### src/rtl/softmax_pkg.sv
// rtl/softmax_pkg.sv - shared constants, FSM encoding and fp32 NaN helper for softmax_argmax
package softmax_pkg;

    localparam int NUM_CLASSES = 7;
    localparam int FP_W        = 32;
    localparam int IDX_W       = 3;
    localparam logic [7:0] FP_EXP_ALL1 = 8'hFF;

    typedef enum logic [1:0] {
        IDLE = 2'd0,
        SCAN = 2'd1,
        DONE = 2'd2
    } state_t;

    function automatic logic fp32_is_nan(input logic [FP_W-1:0] x);
        return (x[30:23] == FP_EXP_ALL1) && (x[22:0] != 23'd0);
    endfunction

endpackage

### src/rtl/fp32_gt.sv
// rtl/fp32_gt.sv - combinational signed IEEE-754 single-precision strict greater-than
module fp32_gt
    import softmax_pkg::*;
(
    input  logic [FP_W-1:0] a,
    input  logic [FP_W-1:0] b,
    output logic            a_gt_b
);

    logic both_zero;
    logic ordered_gt;

    always_comb begin
        both_zero  = (a[30:0] == 31'd0) && (b[30:0] == 31'd0);
        ordered_gt = 1'b0;
        if (both_zero) begin
            ordered_gt = 1'b0;
        end else if (a[31] != b[31]) begin
            ordered_gt = !a[31];
        end else if (!a[31]) begin
            ordered_gt = a[30:0] > b[30:0];
        end else begin
            ordered_gt = a[30:0] < b[30:0];
        end
        // A NaN never wins, and any real number beats a NaN incumbent.
        a_gt_b = !fp32_is_nan(a) && (fp32_is_nan(b) || ordered_gt);
    end

endmodule

### src/rtl/softmax_argmax.sv
// rtl/softmax_argmax.sv - serial argmax over captured softmax vector; optional SOFTMAX_ARGMAX_THRESH_EN adds thresh/low_conf
module softmax_argmax
    import softmax_pkg::*;
(
    input  logic             clk,
    input  logic             rst,
    input  logic             valid_in,
    input  logic [FP_W-1:0]  class0,
    input  logic [FP_W-1:0]  class1,
    input  logic [FP_W-1:0]  class2,
    input  logic [FP_W-1:0]  class3,
    input  logic [FP_W-1:0]  class4,
    input  logic [FP_W-1:0]  class5,
    input  logic [FP_W-1:0]  class6,
    output logic             in_ready,
    output logic             valid_out,
    output logic [IDX_W-1:0] class_idx,
    output logic [FP_W-1:0]  class_prob,
`ifdef SOFTMAX_ARGMAX_THRESH_EN
    input  logic [FP_W-1:0]  thresh,
    output logic             low_conf,
`endif
    output logic             overrun
);

    localparam logic [IDX_W-1:0] LAST_IDX = IDX_W'(NUM_CLASSES - 1);

    state_t           state_q;
    state_t           state_d;
    logic [FP_W-1:0]  cap_buf [NUM_CLASSES];
    logic [IDX_W-1:0] cnt;
    logic [IDX_W-1:0] best_idx;
    logic [FP_W-1:0]  best_val;
    logic             cand_gt;

    fp32_gt u_scan_cmp (
        .a      (cap_buf[cnt]),
        .b      (best_val),
        .a_gt_b (cand_gt)
    );

`ifdef SOFTMAX_ARGMAX_THRESH_EN
    logic [FP_W-1:0] thresh_q;
    logic            thresh_gt_best;

    fp32_gt u_thresh_cmp (
        .a      (thresh_q),
        .b      (best_val),
        .a_gt_b (thresh_gt_best)
    );
`endif

    assign in_ready = (state_q == IDLE);

    always_ff @(posedge clk) begin
        if (rst) begin
            state_q <= IDLE;
        end else begin
            state_q <= state_d;
        end
    end

    always_comb begin
        state_d = state_q;
        case (state_q)
            IDLE:    if (valid_in) state_d = SCAN;
            SCAN:    if (cnt == LAST_IDX) state_d = DONE;
            DONE:    state_d = IDLE;
            default: state_d = IDLE;
        endcase
    end

    always_ff @(posedge clk) begin
        if (rst) begin
            for (int i = 0; i < NUM_CLASSES; i++) cap_buf[i] <= '0;
            cnt        <= '0;
            best_idx   <= '0;
            best_val   <= '0;
            valid_out  <= 1'b0;
            class_idx  <= '0;
            class_prob <= '0;
            overrun    <= 1'b0;
`ifdef SOFTMAX_ARGMAX_THRESH_EN
            thresh_q   <= '0;
            low_conf   <= 1'b0;
`endif
        end else begin
            valid_out <= 1'b0;
            if (valid_in && state_q != IDLE) overrun <= 1'b1;
            case (state_q)
                IDLE: begin
                    if (valid_in) begin
                        cap_buf  <= '{class0, class1, class2, class3, class4, class5, class6};
                        best_idx <= '0;
                        best_val <= class0;
                        cnt      <= IDX_W'(1);
`ifdef SOFTMAX_ARGMAX_THRESH_EN
                        thresh_q <= thresh;
`endif
                    end
                end
                SCAN: begin
                    if (cand_gt) begin
                        best_idx <= cnt;
                        best_val <= cap_buf[cnt];
                    end
                    // Hold at the last index so the compare never reads past the buffer.
                    if (cnt != LAST_IDX) cnt <= cnt + IDX_W'(1);
                end
                DONE: begin
                    class_idx  <= best_idx;
                    class_prob <= best_val;
                    valid_out  <= 1'b1;
`ifdef SOFTMAX_ARGMAX_THRESH_EN
                    low_conf   <= fp32_is_nan(best_val) || thresh_gt_best;
`endif
                end
                default: ;
            endcase
        end
    end

endmodule
### config.mk
export PLATFORM = sky130hd
export DESIGN_NAME = softmax_argmax
export DESIGN_NICKNAME = d
export VERILOG_FILES = /design/src/rtl/softmax_pkg.sv /design/src/rtl/fp32_gt.sv /design/src/rtl/softmax_argmax.sv
export SDC_FILE = /design/constraint.sdc
export NUM_CORES = 1
export LEC_CHECK = 0
export CAP_MARGIN = 20
export CORE_ASPECT_RATIO = 1.4
export CORE_MARGIN = 2
export CORE_UTILIZATION = 45
export CTS_CLUSTER_SIZE = 20
export DETAILED_ROUTE_END_ITERATION = 6
export GPL_TIMING_DRIVEN = 1
export HOLD_SLACK_MARGIN = 0.08
export MAX_ROUTING_LAYER = met4
export PLACE_DENSITY = 0.7
export SYNTH_ARGS = -nofsm -noshare
export SYNTH_HDL_FRONTEND = slang
export SYNTH_SLANG_ARGS = --single-unit
### constraint.sdc
create_clock -name clk -period 4.8 [get_ports clk]
set_clock_uncertainty 0.2 [all_clocks]
set_input_delay 0.48 -clock clk [delete_from_list [all_inputs] [get_ports clk]]
set_output_delay 0.48 -clock clk [all_outputs]
set_load 0.02 [all_outputs]
# Yosys cells after proc, flatten, opt, wreduce, memory -nomap -nowiden
# Index checks and enable logic that the tools add are counted.
[word_totals]
register_bits = 301
input_bits = 227
output_inout_bits = 38
word_cells = 69
[op_classes]
add_sub_neg = 1
order_cmp = 3
n_eq_ne = 11
mux = 19
bitwise = 1
reduce_logical = 19
[ops]
columns = ["operator", "n"]
rows = [
  ["two-way mux 32 bit", 4],
  ["binary-select mux 32 bit (select 3 bit)", 1],
  ["one-hot mux 32 bit (2 select lines)", 1],
  ["zero test 31 bit", 2],
  ["nonzero test 23 bit", 2],
  ["greater-than comparator 31 bit", 1],
  ["< comparator 31 bit", 1],
  ["== test 8 bit, second input constant", 2],
  ["two-way mux 3 bit", 4],
  ["one-hot mux 3 bit (2 select lines)", 2],
  ["!= test 2 bit, second input constant", 4],
  ["AND reduction 3 bit", 2],
  ["logical AND 1 bit", 5],
  ["greater-or-equal comparator 4 bit, second input constant", 1],
  ["two-way mux 1 bit", 4],
  ["two-way mux 2 bit", 2],
  ["NOT 3 -> 4 bit", 1],
  ["one-hot mux 2 bit (2 select lines)", 1],
  ["AND reduction 2 bit", 2],
  ["nonzero test 2 bit", 2],
  ["adder 3 x 1 -> 3 bit, second input constant", 1],
  ["== test 3 bit, second input constant", 1],
  ["!= test 3 bit, second input constant", 1],
  ["== test 2 x 1 -> 1 bit, second input constant", 1],
  ["5 further kinds", 6],
]

# Longest topological paths before layout
[depth]
word_depth = 12
mapped_depth = 17
depth_no_buf = 13

# Cells and area by module
# From an unflattened synthesis, not the netlist that was laid out.
[hier_totals]
cells_unflattened = 1752
hier_area_um2 = 13864.5
[by_module_without_submodules]
columns = ["module", "n_inst", "cells_each", "area_per_inst_um2", "seq_area_each_um2"]
rows = [
  ["softmax_argmax", 1, 1608, 12863.6, 6025.8],
  ["fp32_gt", 1, 144, 1001.0, 0.0],
]

# Worst setup path after synthesis
# No wires, ideal clock.
[synth_path]
path_type = "flip-flop to flip-flop"
start = "reg cnt[1]"
end = "reg best_val[0]"
setup_ns = 0.144
arrival_time_ns = 3.920
required_time_ns = 4.456
setup_slack_ns = 0.536
path_stages_with_launch = 17
path_buffers = 4
synth_period_minus_slack_ns = 4.264
path_cell_list = "dfxtp_1 -> buf_6 -> buf_2 -> buf_4 -> mux2i_1 -> o2bb2ai_1 -> o21ai_0 -> inv_1 -> ha_1 -> a21o_1 -> a221o_1 -> or4b_2 -> o221a_2 -> clkbuf_1 -> nor3b_1 -> mux2i_1 -> o311ai_0"
[synth_via]
elab_chain_cells = 12
elab_cells_between_ends = 23
cone_classes = "order compare: 2; eq/ne: 3; mux: 8; bitwise: 1; reduce/logical: 9"
[synth_rtl]
columns = ["element", "line_no", "rtl"]
rows = [
  ["start, declared", "softmax_argmax.sv:31", "logic [IDX_W-1:0] cnt;"],
  ["start signal, assigned", "softmax_argmax.sv:108", "if (cnt != LAST_IDX) cnt <= cnt + IDX_W'(1);"],
  ["NOT 3 -> 4 bit (not written as such) *", "softmax_argmax.sv:37, softmax_argmax.sv:105", ""],
  ["binary-select mux 32 bit (select 3 bit) *", "softmax_argmax.sv:37, softmax_argmax.sv:105", ""],
  ["two-way mux 32 bit (not written as such) * (2 in series)", "softmax_argmax.sv:37, softmax_argmax.sv:105", ""],
  ["greater-than comparator 31 bit or < comparator 31 bit (tied branches)", "fp32_gt.sv:21, fp32_gt.sv:23", ""],
  ["two-way mux 1 bit", "fp32_gt.sv:20", "end else if (!a[31]) begin"],
  ["two-way mux 1 bit", "fp32_gt.sv:18", "end else if (a[31] != b[31]) begin"],
  ["two-way mux 1 bit", "fp32_gt.sv:16", "if (both_zero) begin"],
  ["logical OR 1 bit", "fp32_gt.sv:26", "a_gt_b = !fp32_is_nan(a) && (fp32_is_nan(b) || ordered_gt);"],
  ["logical AND 1 bit", "fp32_gt.sv:26", ""],
  ["!= test 2 bit (no source line)", "n/a", ""],
  ["AND reduction 3 bit (no source line)", "n/a", ""],
  ["end signal, assigned", "softmax_argmax.sv:95", "best_val <= class0;"],
  ["end signal, assigned", "softmax_argmax.sv:105", "best_val <= cap_buf[cnt];"],
  ["end, declared", "softmax_argmax.sv:33", "logic [FP_W-1:0] best_val;"],
]
# Mark *: on every way between the ends. The rest lies on a longest branch, timed or not. The select of a mux whose other input is x is not followed.
# A chain may end at the register's enable or synchronous reset.

# Final worst setup path
[layout_path]
start = "reg cnt[1]"
end = "reg best_val[11]"
# The elaborated chain is that of the path after synthesis.

==> flow_metrics.tcl <==
set metrics [dict create \
    status "finished clean" \
    post_dp_cell_area_um2 16900 \
    worstPathMaxFanout 38 \
    port-buffer-count 264 \
    vias_per_cell 5.61 \
    drc_errors 0 \
    ios 265 \
    final_nets 2222 \
    syn_to_final_growth_pct 28.0 \
    clock_sinks 301 \
    post-cts-setup-buffer-count 0 \
    numCtsBuffers 29 \
    grt_pass1_wl_um 70400 \
    ys_warn_count 0 \
    hold_ws_ns 0.252 \
    synthCells 1776 \
    topRoutingLayerUsed "met4" \
    synth-edff-count 0 \
    die_x_um 153 \
    diodes 0 \
    cts_resized 0 \
    switchingPower_mw 1.92 \
    hp-start "class_idx[1]$_SDFFE_PP0P_" \
    ys_types 59 \
    powerDensity_nw_per_um2 370 \
    dp_cells 2321 \
    setup_violations 0 \
    drv_cap 0 \
    vias 13300 \
    synthArstFlopShare_pct 0 \
    hold_viol_final 0 \
    cts.path.max_buffers 3 \
    overflow 0 \
    cts_hold_buf 0 \
    synthTopCellsByArea "dfxtp_1 43%, nand2_1 16%, a21oi_1 10%" \
    gp_congestion 0.966 \
    antenna_left 0 \
    worstSkewPairLatency_ns 0.56 \
    p_sw_share_pct 28.9 \
    yosys.area.top_type "dfxtp_1" \
    crit_path_end_kind "flop" \
    synthFlopType "dfxtp_1" \
    grt_start_max_net_pins 186 \
    stdcell_area_um2 17900 \
    cts_tree "built" \
    syn-cell-area_um2 14000 \
    clock-root-buffer "clkbuf_16" \
    synth_seq_cells 301 \
    worstMarginPinSlew_ns 1.18 \
    required_ns 5.06 \
    combPwrFrac_pct 20.4 \
    crit_arrival_ns 4.81 \
    slew_violations 0 \
    dieArea_um2 32600 \
    antenna_found_initial 0 \
    dr.pass1.iters 5 \
    wl_per_cell_um 19.4 \
    peakVddDrop_mv 0.280 \
    fin_ws_ns 0.245 \
    grt_setup_unrepaired "false" \
    timing.reg2reg.setup_slack_ns 0.25 \
    grt_pass1_vias 12600 \
    setup-tns-final_ns 0 \
    pwr-share-seq_pct 42.1 \
    grt_usage_pct 28.1 \
    r2r-end "best_val[11]$_SDFFE_PP0P_" \
    drt-met1-wl_um 19300 \
    p_leak_nw 6.71 \
    routed_wl_um 46000 \
    min_to "class_idx[1]$_SDFFE_PP0P_" \
    max_slew_margin_pct 21.4 \
    min_path_cells 2 \
    clockPowerShare_pct 37.6 \
    finalNonFillerCells 2373 \
    core_um2 30700 \
    path_clk_slew_ns 0.07 \
    drive_gt1_share_pct 6.45 \
    start_util_pct 45.6 \
    synth_top_area_share_pct 43.0 \
    p_int_mw 4.72 \
    synth-seq-area-share_pct 43.0 \
    r2r.worst_path.cells 15 \
    synthesis.nets 2036 \
    synth_area_per_cell_um2 7.88 \
    hpwl_um 33900 \
    dr_wl_met2_um 22100 \
    htreeDepth 1 \
    fin_crit_sh_pct 94.9 \
    start_kind "flop" \
    finalCriticalPeriod_ns 4.55 \
    rr_startpoint "cnt[1]$_SDFFE_PP0P_" \
    place_ws_ns 0.336 \
    criticalPathCategory "reg2reg" \
    fp.dieH_um 213 \
    dr_wl_met3_um 2450 \
    fmax_mhz 220 \
    row_count 76 \
    hp-class "reg2reg" \
    drt_iter0_markers 949 \
]
## layout by cell type (no fill, tap or decap), types with 9 or more instances in the layout
cell	count
or3_1	9
o211ai_1	11
clkbuf_16	29
a221o_1	18
ha_1	33
a211oi_1	32
o21ai_0	17
mux4_2	10
clkdlybuf4s50_1	263
a22oi_1	29
mux2i_1	71
buf_4	27
a21oi_1	286
dfxtp_1	299
nand2_1	579
inv_1	46
nor2_1	32
nand4_1	16
and2_1	15
o2bb2ai_1	12
mux2_2	21
nor4_1	11
a311oi_1	15
## how the worst max path moves through the flow
stage | end | start
final | best_val[11]$_SDFFE_PP0P_ | cnt[1]$_SDFFE_PP0P_
after global routing | best_val[11]$_SDFFE_PP0P_ | cnt[0]$_SDFFE_PP0P_
after CTS | best_val[11]$_SDFFE_PP0P_ | cnt[1]$_SDFFE_PP0P_
after detailed placement | best_val[11]$_SDFFE_PP0P_ | cnt[1]$_SDFFE_PP0P_
after global placement | best_val[10]$_SDFFE_PP0P_ | cnt[1]$_SDFFE_PP0P_
after floorplan | best_val[0]$_SDFFE_PP0P_ | cnt[1]$_SDFFE_PP0P_
## layout make-up
cell class              count  area (µm²)
inverters                  47         176
multi-input cells        1287        7240
fillers                  2822       12800
flip-flops and latches    301        6030
clock buffers              34         774
repair buffers            296        2950
well taps                 390         488
clock inverters            18         262
## power groups by stage
stage / sequential [mW] / clock, mW / combinational (mW)
6_report: 2.79 / 2.49 / 1.35
5_1_grt: 2.81 / 2.62 / 1.48
4_1_cts: 2.79 / 2.52 / 1.34
3_5_place_dp: 2.85 / 0 / 1.34
3_3_place_gp: 2.84 / 0 / 1.32
2_1_floorplan: 2.79 / 0 / 0.835
## per-stage QoR
stage               total power, mW  util [%]
floorplan                      3.63         -
global placement               4.16      55.0
detailed placement             4.18      55.0
CTS                            6.65      58.3
global route                   6.91      58.3
finish                         6.64      58.3
## worst max-delay path, cell delays in order, from the launching register on
cell       delay [ns]
dfxtp_2          0.36
buf_12           0.25
mux2i_1          0.31
o2bb2ai_1        0.18
mux2i_1          0.42
inv_1            0.10
ha_1             0.33
nand3_1          0.14
nor2_1           0.06
a221o_1          0.31
or4b_2           0.64
o221a_2          0.33
inv_1            0.07
o21ai_1          0.17
buf_4            0.31
a311oi_1         0.25
## state kept, by name, indices dropped and copies added, names as in the netlist
register    flops
best_idx        3
best_val       32
cap_buf       224
class_idx       3
class_prob     32
cnt             3
overrun         1
state_q         2
valid_out       1
## synth_stat cells (3+ instances only)
cell type,number
a211oi_1,32
a21oi_1,286
a221o_1,18
a22oi_1,29
a311oi_1,15
and2_1,16
buf_1,4
buf_2,18
buf_6,3
clkbuf_1,115
dfxtp_1,301
ha_1,33
inv_1,46
mux2_2,21
mux2i_1,71
mux4_2,10
nand2_1,580
nand2b_1,4
nand3b_1,3
nand4_1,16
nand4b_1,5
nor2_1,32
nor2b_1,5
nor3_1,5
nor3b_1,4
nor4_1,11
o211ai_1,11
o21ai_0,17
o2bb2ai_1,12
o32a_1,4
or3_1,9
or4_1,5
## kinds of logic (layout without fill, tap and decap cells)
group,count (synthesis),in the layout,synth area share (%)
compound gates,446,446,19.3
mux,103,103,8.47
simple gates,705,705,20.9
buf+inv,188,395,5.39
flops,301,301,43.0
fa+ha+maj,33,33,2.95
## layer usage
metal  vias to the layer above  global-route usage [%]
li1                       6481                       -
met1                      6282                    36.0
met2                       447                    45.8
met3                        95                    2.31
met4                         0                    12.0
met5                         -                       -
(Power assumes the default switching activity.)
